**config.mk**
```make
export PLATFORM = sky130hd
export DESIGN_NAME = seg_capture
export DESIGN_NICKNAME = d
export VERILOG_FILES = /design/src/rtl/seg_pkg.sv /design/src/rtl/seg_capture_decode.sv /design/src/rtl/seg_capture.sv
export SDC_FILE = /design/constraint.sdc
export NUM_CORES = 1
export LEC_CHECK = 0
export CAP_MARGIN = 20
export CORE_MARGIN = 2
export CORE_UTILIZATION = 35
export DETAILED_ROUTE_END_ITERATION = 6
export DONT_BUFFER_PORTS = 1
export PLACE_DENSITY_LB_ADDON = 0.2
export SLEW_MARGIN = 30
export SYNTH_ARGS = -nofsm -noshare
export SYNTH_HDL_FRONTEND = slang
export SYNTH_SLANG_ARGS = --single-unit
```
**constraint.sdc**
```tcl
create_clock -name clk -period 2.9 [get_ports clk]
set_input_delay 0.29 -clock clk [delete_from_list [all_inputs] [get_ports clk]]
set_output_delay 0.29 -clock clk [all_outputs]
set_load 0.01 [all_outputs]
```
**src/rtl/seg_pkg.sv**
```systemverilog
// Shared seven-segment definitions: bus geometry, hex glyph table, capture FSM states.
// Latency: n/a (declarations only).
// Backpressure: n/a.
package seg_pkg;

    localparam int SEG_W      = 8;
    localparam int NUM_DIGITS = 8;

    // Active-high a..g patterns (a = MSB) for hex digits 0..F; same table the encoder drives.
    localparam logic [6:0] GLYPH [16] = '{
        7'b1111110, 7'b0110000, 7'b1101101, 7'b1111001,
        7'b0110011, 7'b1011011, 7'b1011111, 7'b1110000,
        7'b1111111, 7'b1111011, 7'b1110111, 7'b0011111,
        7'b1001110, 7'b0111101, 7'b1001111, 7'b1000111
    };

    typedef enum logic [1:0] {
        IDLE,
        SCAN,
        PUBLISH
    } state_t;

endpackage

```
**src/rtl/seg_capture_decode.sv**
```systemverilog
// Decodes one active-low segment byte to nibble / dp / blank / err.
// Latency: combinational.
// Backpressure: none.
// Ports: seg (active-low, bit7=a .. bit1=g, bit0=dp) -> nibble, dp, blank, err.
module seg_digit_decode
    import seg_pkg::*;
(
    input  logic [SEG_W-1:0] seg,
    output logic [3:0]       nibble,
    output logic             dp,
    output logic             blank,
    output logic             err
);

    logic [SEG_W-1:0] seg_hi;
    logic [6:0]       seg_ag;

    assign seg_hi = ~seg;
    assign seg_ag = seg_hi[7:1];
    assign dp     = seg_hi[0];

    always_comb begin
        nibble = 4'h0;
        blank  = 1'b0;
        err    = 1'b1;
        if (seg_ag == 7'b0000000) begin
            blank = 1'b1;
            err   = 1'b0;
        end else begin
            for (int i = 0; i < 16; i++) begin
                if (seg_ag == GLYPH[i]) begin
                    nibble = 4'(i);
                    err    = 1'b0;
                end
            end
        end
    end

endmodule

```
**src/rtl/seg_capture.sv**
```systemverilog
// Captures a stable 8-digit seven-segment image and publishes the decoded word once per new image.
// Latency: capture at edge T -> o_valid after T+9 (input change to o_valid >= STABLE_CYCLES+9).
// Backpressure: outputs held while o_valid && !i_ready; the input filter keeps running meanwhile.
// Ports: clk, rst (sync, active-high), i_seg0..i_seg7 (active-low), o_value/o_dp/o_blank/o_err,
//        o_valid/i_ready handshake.
module seg_capture
    import seg_pkg::*;
#(
    parameter int STABLE_CYCLES = 4
) (
    input  logic             clk,
    input  logic             rst,
    input  logic [SEG_W-1:0] i_seg0,
    input  logic [SEG_W-1:0] i_seg1,
    input  logic [SEG_W-1:0] i_seg2,
    input  logic [SEG_W-1:0] i_seg3,
    input  logic [SEG_W-1:0] i_seg4,
    input  logic [SEG_W-1:0] i_seg5,
    input  logic [SEG_W-1:0] i_seg6,
    input  logic [SEG_W-1:0] i_seg7,
    output logic [31:0]      o_value,
    output logic [7:0]       o_dp,
    output logic [7:0]       o_blank,
    output logic [7:0]       o_err,
    output logic             o_valid,
    input  logic             i_ready
);

    localparam int         IMG_W      = NUM_DIGITS * SEG_W;
    localparam logic [7:0] STABLE_MAX = 8'(STABLE_CYCLES - 1);

    logic [IMG_W-1:0] seg_in;
    logic [IMG_W-1:0] samp_q;
    logic [IMG_W-1:0] snap_q;
    logic [7:0]       stable_cnt;
    logic             stable;
    logic             published_q;
    logic [2:0]       idx_q;
    state_t           state_q, state_d;

    logic [31:0]      sh_value;
    logic [7:0]       sh_dp, sh_blank, sh_err;

    logic             capture, scan_wr, load_out, accept;

    logic [SEG_W-1:0] dig_seg;
    logic [3:0]       dig_nibble;
    logic             dig_dp, dig_blank, dig_err;

    assign seg_in = {i_seg7, i_seg6, i_seg5, i_seg4, i_seg3, i_seg2, i_seg1, i_seg0};
    assign stable = (stable_cnt == STABLE_MAX);

    // Single decoder shared across digits; the scan walks snap_q so live input changes cannot tear it.
    assign dig_seg = snap_q[{idx_q, 3'b000} +: SEG_W];

    seg_digit_decode u_dec (
        .seg    (dig_seg),
        .nibble (dig_nibble),
        .dp     (dig_dp),
        .blank  (dig_blank),
        .err    (dig_err)
    );

    always_ff @(posedge clk) begin
        if (rst) state_q <= IDLE;
        else     state_q <= state_d;
    end

    always_comb begin
        state_d  = state_q;
        capture  = 1'b0;
        scan_wr  = 1'b0;
        load_out = 1'b0;
        accept   = 1'b0;
        case (state_q)
            IDLE: begin
                // Snapshot comparison suppresses republishing the image already delivered.
                if (stable && (!published_q || samp_q != snap_q)) begin
                    capture = 1'b1;
                    state_d = SCAN;
                end
            end
            SCAN: begin
                scan_wr = 1'b1;
                if (idx_q == 3'd7) state_d = PUBLISH;
            end
            PUBLISH: begin
                // First PUBLISH cycle loads the outputs; afterwards wait for the handshake.
                if (!o_valid) begin
                    load_out = 1'b1;
                end else if (i_ready) begin
                    accept  = 1'b1;
                    state_d = IDLE;
                end
            end
            default: state_d = IDLE;
        endcase
    end

    always_ff @(posedge clk) begin
        if (rst) begin
            samp_q      <= '0;
            stable_cnt  <= 8'd0;
            snap_q      <= '0;
            published_q <= 1'b0;
            idx_q       <= 3'd0;
            sh_value    <= '0;
            sh_dp       <= '0;
            sh_blank    <= '0;
            sh_err      <= '0;
            o_value     <= '0;
            o_dp        <= '0;
            o_blank     <= '0;
            o_err       <= '0;
            o_valid     <= 1'b0;
        end else begin
            samp_q <= seg_in;
            if (seg_in != samp_q)          stable_cnt <= 8'd0;
            else if (stable_cnt != STABLE_MAX) stable_cnt <= stable_cnt + 8'd1;

            if (capture) begin
                snap_q <= samp_q;
                idx_q  <= 3'd0;
            end

            if (scan_wr) begin
                sh_value[{idx_q, 2'b00} +: 4] <= dig_nibble;
                sh_dp[idx_q]                  <= dig_dp;
                sh_blank[idx_q]               <= dig_blank;
                sh_err[idx_q]                 <= dig_err;
                idx_q                         <= idx_q + 3'd1;
            end

            if (load_out) begin
                o_value <= sh_value;
                o_dp    <= sh_dp;
                o_blank <= sh_blank;
                o_err   <= sh_err;
                o_valid <= 1'b1;
            end

            if (accept) begin
                o_valid     <= 1'b0;
                published_q <= 1'b1;
            end
        end
    end

endmodule

```
* Yosys cells after proc, flatten, opt, wreduce, memory -nomap -nowiden
Index checks and enable logic that the tools add are counted.
** Word-level totals
- Input port bits :: 67
- Register bits :: 255
- Logic and storage cells :: 116
- Output and inout bits :: 57
** Operators by class
- Add/sub/neg operators :: 3
- $lt $le $gt $ge :: 2
- Shifts and indexed selects :: 3
- Bitwise operators :: 1
- Multiplexer cells :: 55
- Eq/ne operators :: 27
- Reduce and logical (&&, ||, !) cells :: 10
** Operators by type and width (number)
- $ne A64 B64 Y1 :: 2
- $eq A7 B7 Y1 const B :: 12
- $shiftx A64 B7 Y8 :: 1
- $mux W4 :: 9
- $bwmux W32 :: 1
- $shift A4 B7 Y32 const A :: 1
- $shiftx A4 B7 Y32 :: 1
- $mux W1 :: 28
- $bwmux W8 :: 3
- $eq A7 B6 Y1 const B :: 3
- $mux W3 :: 6
- $mux W2 :: 6
- $add A8 B1 Y8 const B :: 1
- $eq A8 B2 Y1 const B :: 1
- $ne A2 B2 Y1 const B :: 4
- $ne A8 B2 Y1 const B :: 1
- $not A8 Y8 :: 1
- $eq A7 B5 Y1 const B :: 1
- $logic_not A7 Y1 :: 1
- $neg A5 Y7 :: 1
- $pmux W2 S3 :: 1
- $lt A3 B4 Y1 const B :: 1
- $reduce_and A4 Y1 :: 1
- $reduce_or A2 Y1 :: 2
- other kinds (11) :: 12

* Depth between registers and ports, before layout
Gate-level depths: netlist of the first run.
- Word-level depth :: 21
- Depth in mapped cells :: 11
- Depth with buffers taken out :: 7

* By module
Synthesis of the first run repeated with hierarchy kept, for this count alone.
** Unflattened totals
- Cell total of the unflattened synthesis :: 1472
- Area total of the unflattened synthesis :: 12969.9 um^2
** By module, submodules not included
- seg_capture :: area an instance 12594.6 um^2, instances 1, cells an instance 1414
- seg_digit_decode :: area an instance 375.4 um^2, instances 1, cells an instance 58

* Worst setup path after synthesis of the first run
Ideal clock, no wire load.
- Path kind :: reg2reg
- Start :: register idx_q[0]
- End :: register sh_err[1]
- Stages on the path, launching flop included :: 10
- Period minus slack after synthesis :: 2.780 ns
- Setup slack :: 0.120 ns
- Setup time :: 0.073 ns
- Arrival time :: 2.707 ns
- Buffers on the path :: 3
- Cell sequence :: dfxtp_1 -> buf_6 -> buf_12 -> mux4_2 -> mux2_2 -> a32o_1 -> a311o_1 -> or4b_1 -> buf_6 -> mux2i_4
** On the way
- Word-level cells in the longest chain between the ends :: 21
** Ends and longest elaborated chain
- from (decl) :: RTL line seg_capture.sv:38 : logic [2:0] idx_q;
- from (signal assigned) :: RTL line seg_capture.sv:131 : idx_q <= idx_q + 3'd1;
- $shiftx A64 B7 Y8 :: RTL line seg_capture.sv:54 : assign dig_seg = snap_q[{idx_q, 3'b000} +: SEG_W];
- $not A8 Y8 :: RTL line seg_capture_decode.sv:18 : assign seg_hi = ~seg;
- $eq A7 B7 Y1 :: RTL line seg_capture_decode.sv:31 : if (seg_ag == GLYPH[i]) begin
- $mux W1 (16 in a row) :: RTL line seg_capture_decode.sv:31
- $mux W1 :: RTL line seg_capture_decode.sv:26 : if (seg_ag == 7'b0000000) begin
- $bwmux W8 (*) :: RTL line seg_capture.sv:130 : sh_err[idx_q] <= dig_err;
- to (signal, indexed assignment) :: RTL line seg_capture.sv:130
- to (decl) :: RTL line seg_capture.sv:42 : logic [7:0] sh_dp, sh_blank, sh_err;
Mark *: on every way between the ends. The rest lies on a longest branch, timed or not.
A chain may end at the register's enable or synchronous reset.

* Final worst setup path of the first run
- Start :: register idx_q[0]
- End :: register sh_err[4]
Same word-level chain as after synthesis.

==> results of run 1 <==
## logic make-up (layout without fill, tap and decap cells)
family,Yosys count,count (layout),synth area share (%)
multiplexers,114,114,13.4
AND/OR/NAND/NOR,445,445,19.1
buffers and inverters,81,270,3.49
XOR/XNOR,110,110,8.79
flip-flops,255,255,46.6
adder cells (fa/ha/maj),5,5,0.571
AO/OA/AOI/OAI,138,138,8.07
## timing repair
action | CTS | global route
setup buffers | 12 | 2
pin swaps | 3 | 7
resized for setup | 22 | 22
hold buffers | 142 | 0
gates cloned | 1 | 0
endpoints found under the hold margin | 244 | 0
setup endpoints to repair | 32 | 33
## worst max-delay path: cells and delay by family (launching register included)
family / cells / cell delay (ns)
compound gates: 1 / 0.34
buf+inv: 1 / 0.14
flops: 1 / 0.39
mux: 3 / 1.03
simple gates: 3 / 0.82
## cells in the mapped netlist (6+ instances only)
library cell,n,area (um^2)
nor2_1,146,548
nand2_1,129,484
a2111oi_0,6,52.6
xor2_1,56,490
o22ai_1,6,37.5
nor3_1,14,70.1
dfxtp_1,255,5100
a211oi_1,32,240
mux4_1,15,394
mux2_2,7,78.8
nor2b_1,68,425
clkbuf_1,42,158
nand2b_1,18,113
xnor2_1,54,473
buf_6,6,67.6
nor4_1,20,125
nand4_1,20,125
a21oi_1,65,325
inv_1,25,93.8
nand3_1,13,65.1
mux2i_1,86,861
## final cells by class
class                   count  area share, %
flip-flops and latches    255           36.2
repair buffers            194           13.3
multi-input cells         812           39.7
clock buffers              41           5.74
clock inverters             9          0.876
inverters                  26          0.699
well taps                 396           3.51
## per-stage QoR
stage | instances | total power [uW]
after floorplan | 1148 | 3860
after global placement | 1528 | 3880
after detailed placement | 1528 | 3890
after CTS | 1733 | 7650
after global routing | 1733 | 7830
final | 1733 | 7540
## metal layers
metal	vias up	global-route usage (%)
met5	-	0
met4	0	5.97
met3	53	3.18
met2	178	30.9
met1	4015	23.8
li1	4281	-
## final timing paths
kind                            cells after the start  slack, ns                 startpoint                         to
worst max-delay path                                8       0.10      idx_q[0]$_SDFFE_PP0P_     sh_err[4]$_SDFFE_PP0P_
worst min-delay path                                2       0.08                        rst     sh_err[7]$_SDFFE_PP0P_
worst max register to register                      8       0.10      idx_q[0]$_SDFFE_PP0P_     sh_err[4]$_SDFFE_PP0P_
worst min register to register                      2       0.49  sh_value[16]$_SDFFE_PP0P_  sh_value[16]$_SDFFE_PP0P_
## sequential cells by signal (all words and copies together) (netlist names), 32 cells and up
name and flops:
samp_q 64, snap_q 64, o_value 32, sh_value 32
## power by group
part	switching (uW)	total, uW	internal, uW
logic	132	300	168
registers	63.5	3610	3550
clock network	1430	3620	2190
total	1630	7540	5910
==> metrics.md, run 1 <==
| Metric | Value |
|---|---|
| P_leak | 0.00578 uW |
| Post-route minimum period | 2.80 ns |
| Most frequent cells in the layout | dfxtp_1 (253), nor2_1 (146), dlygate4sd3_1 (141), nand2_1 (128), mux2i_1 (85) |
| Die area | 32,700 um^2 |
| Die span in x | 181 um |
| H-tree levels | 1 |
| Clk_lat worst skew | 0.55 ns |
| Post-synth EDFFs | 0 |
| Number of global-route vias before repair | 8,769 |
| CP cell instances | buf_12 > mux4_2 > mux2_4 > nand2_2 > nor4_2 > a311o_1 > or4b_4 > mux2i_1 |
| Sequential cell area | 5110 um^2 |
| Setup TNS | 0 ns |
| Max Cap Viol | 0 |
| Crit path max fanout | 8 |
| Slew @ Worst Pin | 0.674 ns |
| Crit path launch type | register |
| Largest net degree at the start of global routing | 150 |
| Drt drc | 0 |
| Area of the mapped netlist | 11,000 um^2 |
| Critical path arrival | 3.27 ns |
| Final core utilization | 46.1% |
| Max layer used | met4 |
| Critical Path RT | 3.37 ns |
| Initial DRT Pass Iterations | 6 |
| Clock buffer depth | 3 |
| DRT met1 WL | 13,700 um |
| Crit share post-route | 96.4% |
| # rows | 64 |
| Hold Crit Class | in2reg |
| TritonCTS buffer count | 29 |
| Syn Area/Cell | 9.54 um^2 |
| Multi-input gate area | 5610 um^2 |
| Area growth syn-to-layout | 29.0% |
| Layout cells sized above 1 | 10.5% |
| Aggregate routed wire length | 30,300 um |
| I/O pin count | 124 |
| Commonest non-fill, non-tap cell in the layout | dfxtp_1 |
| Share of flip-flops with an asynchronous set or reset | 0% |
| Drt via density | 4.92 |
| Core Region | 30,700 um^2 |
| Dpl ws | -0.0977 ns |
| Setup crit end kind | register |
| PnR worst setup slack | 0.104 ns |
| # fillers | 3,037 |
| Largest stage delay, worst path | 0.61 ns |
| CTS Sinks | 255 |
| Antenna Violating Nets Remaining | 0 |
| Root Buffer | clkbuf_16 |
| Worst-path clk slew | 0.06 ns |
| Slowest cell on crit path | or4b_4 |
| Cells after Synth | 1,148 |
| Post-synth top flop | dfxtp_1 |
| Setup violators final | 0 |
| Port Buffer Count | 0 |
| Design Area, Final | 14,100 um^2 |
| Mapped Nets | 1,220 |
| Die height | 181 um |
| GPL Wtd Cong | 0.868 |
| CTS tree | built |
| 1st-iter DRT viols | 571 |
| Met3 wire length | 1310 um |
| Final Hold Viols | 0 |
| Vias after detailed routing | 8,527 |
| Nets | 1,390 |
| Fmax | 0.358 GHz |
| GRT overflow | 0 |
| Hold Slack | 0.0757 ns |
| N_diodes | 0 |
| DR WL met2 | 14,300 um |
| Dpl hpwl | 20,000 um |
| Status | finished, final reports clean |
| Register area share after synthesis | 46.6% |
| Tot GR Track Use | 18.3% |
| Power per cell area | 533 nW/um^2 |
| First-pass GRT wire length | 48,500 um |
| Area of placed instances | 11,500 um^2 |
| Synth unique cells | 56 |
| Clk_skew | 0.0115 ns |
| Slew HR | 55.1% |
| Routed len/inst | 17.5 um |
| RSZ-0062 raised after global routing | no |
| Yosys warns | 0 |
| Fin. max-slew vios | 0 |
| CP Class | reg2reg |
| Initial antenna violation count | 0 |
| Peak VDD IR | 0.366 mV |
| Yosys reg bits | 255 |
| Starting Density | 35.7% |
Note: power is estimated with default switching activity, not from simulation.
==> run 2, diff against run 1 <==
CELL_PAD_IN_SITES_DETAIL_PLACEMENT = 0   (was not set)
CELL_PAD_IN_SITES_GLOBAL_PLACEMENT = 1   (was not set)
==> run 2 against run 1 <==
Net effect:
- total power up 0.66%
- non-clock buffer count is 18 higher
- largest power group unchanged
- combinational power grew 20%
- count of clock-buffer cells in the layout increased by 5
- critical path depth up 1
- first-iteration DRC count decreased by 21%
- critical path type unchanged
- via count up 0.73%
- sequential power hardly changed
- maximum frequency down 2.1%
- clock power barely moved
==> metrics.md, run 2 (same netlist as run 1, synthesis figures left out) <==
| Metric | Value |
|---|---|
| Nets | 1,408 (was 1,390) |
| Switch share | 21.8% (was 21.6%) |
| Starting Density | 35.7% (unchanged) |
| Commonest non-fill, non-tap cell in the layout | dfxtp_1 (unchanged) |
| Internal power | 5930 uW (was 5910 uW) |
| Hold Crit Class | in2reg (unchanged) |
| Sequential share of power | 47.6% (was 47.9%) |
| Setup violators final | 0 (unchanged) |
| RSZ-0062 raised after global routing | yes (was no) |
| Crit path max fanout | 8 (unchanged) |
| Largest stage delay, worst path | 0.55 ns (was 0.61 ns) |
| Die span in x | 181 um (unchanged) |
| Number of global-route vias before repair | 8,774 (was 8,769) |
| CP Class | reg2reg (unchanged) |
| Critical path arrival | 3.32 ns (was 3.27 ns) |
| Tot GR Track Use | 19.0% (was 18.3%) |
| Max Cap Viol | 0 (unchanged) |
| 1st-iter DRT viols | 453 (was 571) |
| Final Hold Viols | 0 (unchanged) |
| CTS Sinks | 255 (unchanged) |
| PnR worst setup slack | 0.0440 ns (was 0.104 ns) |
| Crit path max-delay family | multiplexers (unchanged) |
| Die area | 32,700 um^2 (unchanged) |
| Most frequent cells in the layout | dfxtp_1 (253), dlygate4sd3_1 (159), nor2_1 (146), nand2_1 (128), mux2i_1 (84) (was dfxtp_1 (253), nor2_1 (146), dlygate4sd3_1 (141), nand2_1 (128), mux2i_1 (85)) |
| Peak VDD IR | 0.475 mV (was 0.366 mV) |
| Crit path launch type | register (unchanged) |
| Antenna Violating Nets Remaining | 0 (unchanged) |
| CTS tree | built (unchanged) |
| Fin. max-slew vios | 0 (unchanged) |
| Sw power | 1660 uW (was 1630 uW) |
| Fmax | 0.350 GHz (was 0.358 GHz) |
| Slowest cell on crit path | mux4_2 (was or4b_4) |
| # rows | 64 (unchanged) |
| Initial antenna violation count | 0 (unchanged) |
| Clk_lat worst skew | 0.55 ns (about the same) |
| Clock buffer depth | 3 (unchanged) |
| Layout cells sized above 1 | 10.6% (was 10.5%) |
| TritonCTS buffer count | 29 (unchanged) |
| Slew HR | 55.1% (about the same) |
| GPL Wtd Cong | 0.855 (was 0.868) |
| I/O pin count | 124 (unchanged) |
| Drt via density | 4.90 (was 4.92) |
| Clock group share of total power | 47.7% (was 48.1%) |
| Largest net degree at the start of global routing | 150 (unchanged) |
| Crit share post-route | 98.5% (was 96.4%) |
| Critical Path RT | 3.36 ns (was 3.37 ns) |
| H-tree levels | 1 (unchanged) |
| Core Region | 30,700 um^2 (unchanged) |
| Vias after detailed routing | 8,589 (was 8,527) |
| Die height | 181 um (unchanged) |
| Hold Slack | 0.119 ns (was 0.0757 ns) |
| Registers with the most flip-flops | samp_q: 64 flops, snap_q: 64 flops (unchanged) |
| Slew @ Worst Pin | 0.667 ns (was 0.674 ns) |
| Initial DRT Pass Iterations | 7 (was 6) |
| Clk_skew | 0.0101 ns (was 0.0115 ns) |
| Port Buffer Count | 0 (unchanged) |
| Drt drc | 0 (unchanged) |
| Root Buffer | clkbuf_16 (unchanged) |
| Logic gate share of total power | 4.7% (was 4.0%) |
| Routed len/inst | 17.9 um (was 17.5 um) |
| Status | finished, final reports clean (unchanged) |
| First-pass GRT wire length | 50,100 um (was 48,500 um) |
| P_leak | 0.00579 uW (was 0.00578 uW) |
| Worst-path clk slew | 0.06 ns (about the same) |
| Setup crit end kind | register (unchanged) |
| Area growth syn-to-layout | 30.2% (was 29.0%) |
| Buf/Inv on CP | 2 (was 1) |
| CP cell instances | buf_12 > mux4_2 > mux2_2 > nand2_2 > nor4_2 > a311o_1 > or4b_4 > buf_8 > mux2i_2 (was buf_12 > mux4_2 > mux2_4 > nand2_2 > nor4_2 > a311o_1 > or4b_4 > mux2i_1) |
| N_diodes | 0 (unchanged) |
| Post-route minimum period | 2.86 ns (was 2.80 ns) |
| Aggregate routed wire length | 31,300 um (was 30,300 um) |
| Dpl ws | -0.287 ns (was -0.0977 ns) |
| Power per cell area | 532 nW/um^2 (was 533 nW/um^2) |
| GRT overflow | 0 (unchanged) |
| Dpl hpwl | 20,600 um (was 20,000 um) |
[run 2: final timing paths]
kind,end,slack (ns),startpoint,cells past startpoint
hold reg to reg,o_err[6]$_SDFFE_PP0P_,0.45,sh_err[6]$_SDFFE_PP0P_,2
setup reg to reg,sh_err[6]$_SDFFE_PP0P_,0.04,idx_q[0]$_SDFFE_PP0P_,9
setup / recovery,sh_err[6]$_SDFFE_PP0P_,0.04,idx_q[0]$_SDFFE_PP0P_,9
hold / removal,stable_cnt[3]$_SDFFE_PP0P_,0.12,i_seg5[6],3
[run 2: power by group through the flow]
stage          clock network [uW]  registers [uW]  logic [uW]
6_report                     3620            3610         359
5_1_grt                      3880            3620         393
4_1_cts                      3720            3620         358
3_5_place_dp                    0            3690         195
3_3_place_gp                    0            3690         196
2_1_floorplan                   0            3670         191
[run 2: stage by stage]
step | utilization [%] | setup TNS [ns] | power (uW) | instances | instance area [um^2]
final | 46.5 | 0 | 7590 | 1753 | 14300
after global routing | 46.5 | -0.0334 | 7890 | 1753 | 14300
after CTS | 46.4 | 0 | 7690 | 1752 | 14200
after detailed placement | 37.7 | -4.32 | 3890 | 1537 | 11600
after global placement | 37.7 | -2.09 | 3890 | 1537 | 11600
after floorplan | - | 0 | 3860 | 1148 | 11000
[run 2: what timing repair did]
item | CTS | global route
resized for setup | 25 | 16
endpoints found under the setup margin | 33 | 34
hold buffers | 160 | 0
pin swaps | 2 | 0
endpoints found under the hold margin | 242 | 0
gates cloned | 1 | 0
buffers inserted | 2 | 1
[run 2: area by class of cell]
class / instances / area [um^2]
clock buffer: 46 / 890
clock inverter: 6 / 58.8
fill: 3026 / 16400
inverter: 26 / 97.6
multi-input combinational: 812 / 5550
sequential: 255 / 5110
tap: 396 / 495
timing repair buffer: 212 / 2060
[run 2: metal layers]
metal  vias to the layer above  track usage [%]  wire length [um]
met2                       143             33.5             15600
met5                         -                0                 0
met3                        47             3.06              1180
met1                      4085             24.3             13800
met4                         0             4.71               734
li1                       4314                -                 -
[run 2: tightest hold or removal path: cells and delay by family]
family          cells  cell delay (ns)
simple gates        2             0.29
compound gates      1             0.05
==> run 3, diff against run 2 <==
SETUP_SLACK_MARGIN = 0.4   (was not set)
==> run 3 against run 2 <==
Net effect:
- flip-flop and latch count did not move
- global-route usage rose by 0.29 points
- first-iteration DRC count fell by 11%
- worst hold slack improved by 0.0014 ns
- design area rose by 4.1%
- sequential power barely moved
- critical path depth fell by 1
- critical path type unchanged
==> metrics.md, run 3 (same netlist as run 1, synthesis figures left out) <==
| Metric | Value |
|---|---|
| Status | finished, final reports clean (unchanged) |
| Power per cell area | 511 nW/um^2 (was 532 nW/um^2) |
| Routed len/inst | 18.5 um (was 17.9 um) |
| Root Buffer | clkbuf_16 (unchanged) |
| Internal power | 5930 uW (about the same) |
| Critical Path RT | 3.37 ns (was 3.36 ns) |
| Final Hold Viols | 0 (unchanged) |
| Registers with the most flip-flops | samp_q: 64 flops, snap_q: 64 flops (unchanged) |
| Setup violators final | 0 (unchanged) |
| CP cell instances | buf_12 > mux4_2 > mux2_4 > a32o_1 > a311o_1 > or4b_4 > buf_8 > mux2i_4 (was buf_12 > mux4_2 > mux2_2 > nand2_2 > nor4_2 > a311o_1 > or4b_4 > buf_8 > mux2i_2) |
| CTS Sinks | 255 (unchanged) |
| Tot GR Track Use | 19.3% (was 19.0%) |
| Die span in x | 181 um (unchanged) |
| Initial DRT Pass Iterations | 5 (was 7) |
| Largest stage delay, worst path | 0.55 ns (about the same) |
| First-pass GRT wire length | 50,400 um (was 50,100 um) |
| Final core utilization | 48.4% (was 46.5%) |
| Worst hold stages | 4 (was 3) |
| Power, Total | 7590 uW (about the same) |
| Port Buffer Count | 0 (unchanged) |
| Peak VDD IR | 0.408 mV (was 0.475 mV) |
| Clock buffer depth | 3 (unchanged) |
| Most frequent cells in the layout | dfxtp_1 (242), nor2_1 (144), dlygate4sd3_1 (141), nand2_1 (126), mux2i_1 (82) (was dfxtp_1 (253), dlygate4sd3_1 (159), nor2_1 (146), nand2_1 (128), mux2i_1 (84)) |
| CP Class | reg2reg (unchanged) |
| CTS tree | built (unchanged) |
| Worst hold path endpoint | stable_cnt[0]$_SDFFE_PP0P_ (was stable_cnt[3]$_SDFFE_PP0P_) |
| Worst-path clk slew | 0.06 ns (about the same) |
| GRT overflow | 0 (unchanged) |
| Slowest cell on crit path | mux4_2 (unchanged) |
| Commonest non-fill, non-tap cell in the layout | dfxtp_1 (unchanged) |
| Max Cap Viol | 0 (unchanged) |
| Clk_lat worst skew | 0.55 ns (about the same) |
| 1st-iter DRT viols | 403 (was 453) |
| Clk_skew | 0.0152 ns (was 0.0101 ns) |
| Slew HR | 54.8% (was 55.1%) |
| Nets | 1,413 (was 1,408) |
| Starting Density | 35.7% (unchanged) |
| Worst Setup SP | idx_q[0]$_SDFFE_PP0P_ (unchanged) |
| Fin. max-slew vios | 0 (unchanged) |
| Fmax | 0.355 GHz (was 0.350 GHz) |
| Setup TNS | 0 ns (unchanged) |
| Buf/Inv on CP | 2 (unchanged) |
| Hold path startpoint | i_seg5[6] (unchanged) |
| R2R Path End | sh_err[7]$_SDFFE_PP0P_ (was sh_err[6]$_SDFFE_PP0P_) |
| Reg2reg start | idx_q[0]$_SDFFE_PP0P_ (unchanged) |
| Crit path launch type | register (unchanged) |
| Layout cells sized above 1 | 16.7% (was 10.6%) |
| Largest net degree at the start of global routing | 128 (was 150) |
| Sequential share of power | 47.6% (about the same) |
| Area growth syn-to-layout | 35.6% (was 30.2%) |
| Dpl hpwl | 20,800 um (was 20,600 um) |
| # rows | 64 (unchanged) |
| Drt drc | 0 (unchanged) |
| Crit share post-route | 97.2% (was 98.5%) |
| Number of global-route vias before repair | 8,828 (was 8,774) |
| N_diodes | 0 (unchanged) |
| Critical path arrival | 3.29 ns (was 3.32 ns) |
| Hold Crit Class | in2reg (unchanged) |
| Slew @ Worst Pin | 0.676 ns (was 0.667 ns) |
| Sw power | 1660 uW (about the same) |
| TritonCTS buffer count | 29 (unchanged) |
| I/O pin count | 124 (unchanged) |
| Drt via density | 4.98 (was 4.90) |
| Crit path max fanout | 8 (unchanged) |
| Post-route minimum period | 2.82 ns (was 2.86 ns) |
| Crit path max-delay family | multiplexers (unchanged) |
| Antenna Violating Nets Remaining | 0 (unchanged) |
| Aggregate routed wire length | 32,500 um (was 31,300 um) |
| Die height | 181 um (unchanged) |
| H-tree levels | 1 (unchanged) |
| GPL Wtd Cong | 0.838 (was 0.855) |
| P_leak | 0.00600 uW (was 0.00579 uW) |
| Core Region | 30,700 um^2 (unchanged) |
| Logic gate share of total power | 4.3% (was 4.7%) |
| Vias after detailed routing | 8,755 (was 8,589) |
| Setup crit end kind | register (unchanged) |
| Worst R2R Setup Slack | 0.08 ns (was 0.04 ns) |
| Switch share | 21.9% (was 21.8%) |
| Initial antenna violation count | 1 (was 0) |
| Die area | 32,700 um^2 (unchanged) |
| Clock group share of total power | 48.1% (was 47.7%) |
| Reg2reg path depth | 8 (was 9) |
| RSZ-0062 raised after global routing | yes (unchanged) |
run 3: worst max path at each step:
stage | depth (start not counted) | endpoint | slack [ns]
6_report | 8 | sh_err[7]$_SDFFE_PP0P_ | 0.08
5_1_grt | 9 | sh_err[4]$_SDFFE_PP0P_ | -0.02
4_1_cts | 8 | sh_err[5]$_SDFFE_PP0P_ | 0.10
3_5_place_dp | 8 | sh_err[6]$_SDFFE_PP0P_ | -0.16
3_3_place_gp | 8 | sh_err[6]$_SDFFE_PP0P_ | -0.10
2_1_floorplan | 11 | sh_err[1]$_SDFFE_PP0P_ | 0.15
run 3: cell type report:
class / count / area, um^2
inverters: 26 / 97.6
clock buffers: 47 / 863
fillers: 2915 / 15800
multi-input cells: 812 / 5960
well taps: 396 / 495
clock inverters: 5 / 83.8
repair buffers: 217 / 2230
flip-flops and latches: 255 / 5130
run 3: per-stage QoR:
| stage | hold slack, ns | cells | worst slack [ns] | instance area, um^2 |
|---|---|---|---|---|
| finish | 0.120 | 1758 | 0.0822 | 14900 |
| global route | 0.145 | 1758 | -0.0151 | 14900 |
| CTS | 0.116 | 1742 | 0.101 | 14300 |
| detailed placement | 0.382 | 1536 | -0.160 | 11600 |
| global placement | 0.381 | 1536 | -0.103 | 11600 |
| floorplan | 0.415 | 1148 | 0.148 | 11000 |
run 3: power by group through the flow:
stage / registers, uW / logic (uW) / clock network (uW)
floorplan: 3670 / 191 / 0
global placement: 3690 / 203 / 0
detailed placement: 3690 / 202 / 0
CTS: 3610 / 319 / 3760
global route: 3620 / 359 / 3900
finish: 3610 / 328 / 3650
run 3: worst reg2reg max path, stage by stage, from the launching register on:
cell and delay (ns):
dfxtp_4 0.40, buf_12 0.15, mux4_2 0.55, mux2_4 0.32, a32o_1 0.24, a311o_1 0.27
or4b_4 0.51, buf_8 0.17, mux2i_4 0.12
run 3: what timing repair did:
item,in CTS,in global routing
pin swaps,7,17
resized for setup,53,78
endpoints found under the hold margin,244,0
setup endpoints to repair,78,112
buffers inserted,11,10
gates cloned,1,6
hold buffers,142,0
run 3: metal layers:
layer	up-vias	GRT usage (%)	share of wire (%)
li1	4316	-	-
met1	4204	26.4	46
met2	196	31.3	46
met3	39	3.99	5.5
met4	0	4.48	2.0
met5	-	0	0
